### config.mk
export PLATFORM = sky130hd
export DESIGN_NAME = mem_bus_arbiter
export DESIGN_NICKNAME = d
export VERILOG_FILES = /design/src/rtl/mem_bus_arbiter.sv
export SDC_FILE = /design/constraint.sdc
export NUM_CORES = 1
export LEC_CHECK = 0
export ABC_AREA = 1
export CORE_AREA = 2 2 110 112
export DETAILED_ROUTE_END_ITERATION = 6
export DIE_AREA = 0 0 112 114
export DONT_BUFFER_PORTS = 1
export GPL_TIMING_DRIVEN = 0
export SLEW_MARGIN = 20
export SYNTH_ARGS = -nofsm -noshare
export SYNTH_HDL_FRONTEND = slang
export SYNTH_SLANG_ARGS = --single-unit
### constraint.sdc
create_clock -name CLK -period 1.44 [get_ports CLK]
set_input_delay 0.144 -clock CLK [delete_from_list [all_inputs] [get_ports CLK]]
set_output_delay 0.144 -clock CLK [all_outputs]
set_load 0.005 [all_outputs]
### src/rtl/mem_bus_arbiter.sv
// Shares one req/gnt/rvalid memory port between instruction fetch and the LSU.
// Responses return in issue order. A small ID FIFO routes each response to its requester.
module mem_bus_arbiter #(
   parameter int MAX_OUTSTANDING = 2,
   localparam int CW = $clog2(MAX_OUTSTANDING + 1)
) (
   input  logic          CLK,
   input  logic          RST,
   input  logic          instr_req_i,
   input  logic [31:0]   instr_addr_i,
   output logic          instr_gnt_o,
   output logic          instr_rvalid_o,
   output logic [31:0]   instr_rdata_o,
   output logic          instr_err_o,
   input  logic          data_req_i,
   input  logic          data_we_i,
   input  logic [3:0]    data_be_i,
   input  logic [31:0]   data_addr_i,
   input  logic [31:0]   data_wdata_i,
   output logic          data_gnt_o,
   output logic          data_rvalid_o,
   output logic [31:0]   data_rdata_o,
   output logic          data_err_o,
   output logic          mem_req_o,
   output logic          mem_we_o,
   output logic [3:0]    mem_be_o,
   output logic [31:0]   mem_addr_o,
   output logic [31:0]   mem_wdata_o,
   input  logic          mem_gnt_i,
   input  logic          mem_rvalid_i,
   input  logic [31:0]   mem_rdata_i,
   input  logic          mem_err_i,
   output logic          dbg_state,
   output logic [CW-1:0] dbg_count
);

   // Handshake: a request transfers in the cycle where mem_req_o and mem_gnt_i
   // are both high; once presented, a request stays selected until that cycle.
   localparam int PW = (MAX_OUTSTANDING > 1) ? $clog2(MAX_OUTSTANDING) : 1;
   localparam logic [CW-1:0] MAX_CNT  = CW'(MAX_OUTSTANDING);
   localparam logic [PW-1:0] LAST_PTR = PW'(MAX_OUTSTANDING - 1);

   typedef enum logic {ARB = 1'b0, HOLD = 1'b1} state_t;

   state_t        state_q, state_d;
   logic          held_id_q;
   logic          last_grant_q;
   logic          id_fifo_q [MAX_OUTSTANDING];
   logic [PW-1:0] wr_ptr_q, rd_ptr_q;
   logic [CW-1:0] count_q;

   logic sel_valid, sel_id;
   logic hs, pop, head_id;

   // ID 0 is fetch, ID 1 is LSU.
   always_comb begin
      sel_valid = 1'b0;
      sel_id    = 1'b0;
      if (state_q == HOLD) begin
         sel_valid = 1'b1;
         sel_id    = held_id_q;
      end else if (instr_req_i && data_req_i) begin
         sel_valid = 1'b1;
         sel_id    = ~last_grant_q;
      end else if (data_req_i) begin
         sel_valid = 1'b1;
         sel_id    = 1'b1;
      end else if (instr_req_i) begin
         sel_valid = 1'b1;
         sel_id    = 1'b0;
      end
   end

   assign mem_req_o   = sel_valid && (count_q < MAX_CNT);
   assign hs          = mem_req_o && mem_gnt_i;
   assign instr_gnt_o = hs && !sel_id;
   assign data_gnt_o  = hs && sel_id;

   always_comb begin
      mem_we_o    = 1'b0;
      mem_be_o    = 4'h0;
      mem_addr_o  = 32'h0;
      mem_wdata_o = 32'h0;
      if (sel_valid) begin
         if (sel_id) begin
            mem_we_o    = data_we_i;
            mem_be_o    = data_be_i;
            mem_addr_o  = data_addr_i;
            mem_wdata_o = data_wdata_i;
         end else begin
            mem_be_o    = 4'hF;
            mem_addr_o  = instr_addr_i;
         end
      end
   end

   // Responses with nothing outstanding are dropped.
   assign pop     = mem_rvalid_i && (count_q != '0);
   assign head_id = id_fifo_q[rd_ptr_q];

   assign instr_rvalid_o = pop && !head_id;
   assign data_rvalid_o  = pop && head_id;
   assign instr_err_o    = pop && !head_id && mem_err_i;
   assign data_err_o     = pop && head_id && mem_err_i;
   assign instr_rdata_o  = mem_rdata_i;
   assign data_rdata_o   = mem_rdata_i;

   always_comb begin
      state_d = state_q;
      case (state_q)
         ARB:     if (mem_req_o && !mem_gnt_i) state_d = HOLD;
         HOLD:    if (hs) state_d = ARB;
         default: state_d = ARB;
      endcase
   end

   always_ff @(posedge CLK) begin
      if (RST) begin
         state_q      <= ARB;
         held_id_q    <= 1'b0;
         last_grant_q <= 1'b0;
         wr_ptr_q     <= '0;
         rd_ptr_q     <= '0;
         count_q      <= '0;
      end else begin
         state_q <= state_d;
         if (state_q == ARB && state_d == HOLD) held_id_q <= sel_id;
         if (hs) begin
            last_grant_q <= sel_id;
            wr_ptr_q     <= (wr_ptr_q == LAST_PTR) ? '0 : wr_ptr_q + 1'b1;
         end
         if (pop) rd_ptr_q <= (rd_ptr_q == LAST_PTR) ? '0 : rd_ptr_q + 1'b1;
         case ({hs, pop})
            2'b10:   count_q <= count_q + 1'b1;
            2'b01:   count_q <= count_q - 1'b1;
            default: count_q <= count_q;
         endcase
      end
   end

   // Payload storage needs no reset; the pointers and count define validity.
   always_ff @(posedge CLK) begin
      if (!RST && hs) id_fifo_q[wr_ptr_q] <= sel_id;
   end

   assign dbg_state = (state_q == HOLD);
   assign dbg_count = count_q;

endmodule
==> results.tsv <==
metric	value	unit
crit_family	simple AND/OR/NAND/NOR gates	
fmax	655	MHz
rows	40	
drc_errors	0	
area_growth	35.7	%
setup-violations-final	51	
clock-root-buffer	clkbuf_16	
antenna_found_initial	0	
synth_nets	527	
cts_sinks	10	
cts_tree	yes	
endpoint_kind	output port	
synthesis.area	0.00204	sq mm
clock_latency	0.23	ns
cap_viol_max_count	0	
diodes	0	
cp_cell_sequence	inv_2, nand3_2, nand2_4, buf_12, buf_8, nor2_1, nor2_1	
violations	negative setup slack	
power_density	928	mW/mm^2
reg2reg_from	dbg_count[1]	
io_buffers	0	
worstRegToRegCells	6	
synth-edff-count	2	
use_met3	1.38	%
leakage	0.00159	uW
dieArea	0.0128	sq mm
dpl-instance-area	0.00223	sq mm
hold_violations	0	
clock-skew-final	0.000713	ns
drtIter0Drc	51	
synth.avg_cell_area	5.28	sq um
ys_seq_area_share	10.8	%
layout_commonest_cell	inv_1	
cp.depth	7	
critPathBufInv	3	
synth.distinct_cells	21	
gp_congestion	0.749	
vias_per_cell	3.95	
synth_compound_area_share	2.46	%
synth_mux_area_share	0	%
design_area	0.00277	sq mm
dieHeight	114	um
fillers	1320	
routed_wl	7580	um
multi_input_area	0.00114	sq mm
min_period	1.53	ns
clk_pin_slew	0.04	ns
start_util	17.4	%
synthXorXnorAreaFrac	0	%
cp-start-kind	register	
final_cells	550	
layout_common_cells	inv_1 (81), nand2_1 (78), nor2_1 (74), buf_4 (73), nor2_4 (29)	
timing.final.ws_setup	-0.0856	ns
firstDrtPassIters	4	
tightest_slew	0.255	ns
required	1.30	ns
status	finished, violations left	
hold_depth	1	
power	2570	uW
ys_ff_latch	10	
post-place-cells	533	
path_class	register to output port	
synthFlopType	dfxtp_1	
r2r_slack	-0.05	ns
grt_pass1_wl	9390	um
worstHoldPathType	primary input to register	
cp_slowest_cell	dfxtp_4	
synth_adder_area_share	0.614	%
core	0.0117	sq mm
grt_pass1_vias	1763	
final_max_slew_viol_count	0	
crit_path_start	dbg_state	
hp-start	RST	
vias	2175	
slew_headroom	83.0	%
grtUsageMet2	18.3	%
cp_common_cell	nor2_1	
worstPathArrival	1.38	ns
hpwl	6350	um
drive_gt1_share	36.0	%
io_pins	283	
grt_overflow	0	
h-tree-depth	1	
final_nets	546	
grt_use_total	9.57	%
cts_buffers	3	
rsz0062_at_grt	true	
vdd_ir_drop_max	0.376	mV
final_util	23.6	%
drt-wirelength-per-cell	13.8	um
grt_most_used_layer	met2	
grt_util_met1	11.6	%
synth_top_family_by_area	buffers and inverters	
crit_path_max_fanout	10	
ys_warn_count	0	
die_w	112	um
ant_nets	0	
fin_crit_sh	106	%
grt_max_degree	12	
syn_inst	386	
synth-simple-area-share	41.7	%
async_reset_ff_share	0	%
clock_path_buffers	2	
regArea	224	sq um
whs	0.108	ns
slowest_delay	0.35	ns
==> metrics by stage <==
step                TNS (ns)  setup slack (ns)
floorplan                  0            0.0148
global placement      -0.522            -0.317
detailed placement    -0.640            -0.345
CTS                    -3.74            -0.117
global route           -6.16            -0.157
finish                 -2.13           -0.0856
==> worst register-to-register path: cells and delay by family (launching register included) <==
family | cells | cell delay [ns]
adder cells (fa/ha/maj) | 1 | 0.21
buffers and inverters | 1 | 0.07
flip-flops | 1 | 0.37
AND/OR/NAND/NOR | 2 | 0.33
AO/OA/AOI/OAI | 2 | 0.40
==> cell usage after synthesis, types with 3 or more instances <==
master,count,area [sq um]
dfxtp_1,8,160
nor2_2,20,125
buf_4,64,480
a21oi_1,3,15.0
nor3_1,3,15.0
buf_2,7,35.0
o21ai_0,4,20.0
buf_6,7,78.8
inv_1,81,304
nand2_1,78,293
nor2_1,96,360
==> layout make-up <==
cell class / instances / share of cell area, %
buffer: 78 / 24.1
clock buffer: 3 / 2.71
inverter: 83 / 11.4
multi-input combinational: 215 / 41.1
sequential: 10 / 8.10
tap: 147 / 6.65
timing repair buffer: 14 / 5.93
==> cell families (layout without fill, tap and decap cells) <==
group,count (synthesis),in the layout
and+or+nand+nor,205,205
DFF,10,10
buffers and inverters,161,178
AOI/OAI and AO/OA,9,9
adders and majority gates,1,1
==> power breakdown <==
part | switching, uW | internal, uW
logic | 941 | 726
clock network | 127 | 360
registers | 60.8 | 352
==> repair_timing <==
item                       in CTS  in global routing
gates resized for setup        30                 50
hold buffers                    1                  0
buffers inserted                7                  3
hold endpoints to repair        1                  0
pin swaps                      13                 12
setup endpoints to repair      74                 74
gates cloned                    0                  3
==> worst paths after layout <==
check,endpoint
min reg2reg,rd_ptr_q
min,id_fifo_q[1]
max reg2reg,dbg_count[1]
max,mem_addr_o[16]
==> flip-flops by register name, indices dropped and copies added, names as in the netlist, named ones only <==
signal / flops
last_grant_q: 1
id_fifo_q: 2
held_id_q: 1
rd_ptr_q: 1
dbg_state: 1
wr_ptr_q: 1
dbg_count: 2
==> layer usage <==
layer	vias to the layer above	wire, um	share of wire (%)
met5	-	0	0
met4	0	43	0.57
met3	4	649	8.6
met2	167	4010	53
met1	940	2870	38
li1	1064	-	-
(Power assumes the default switching activity.)
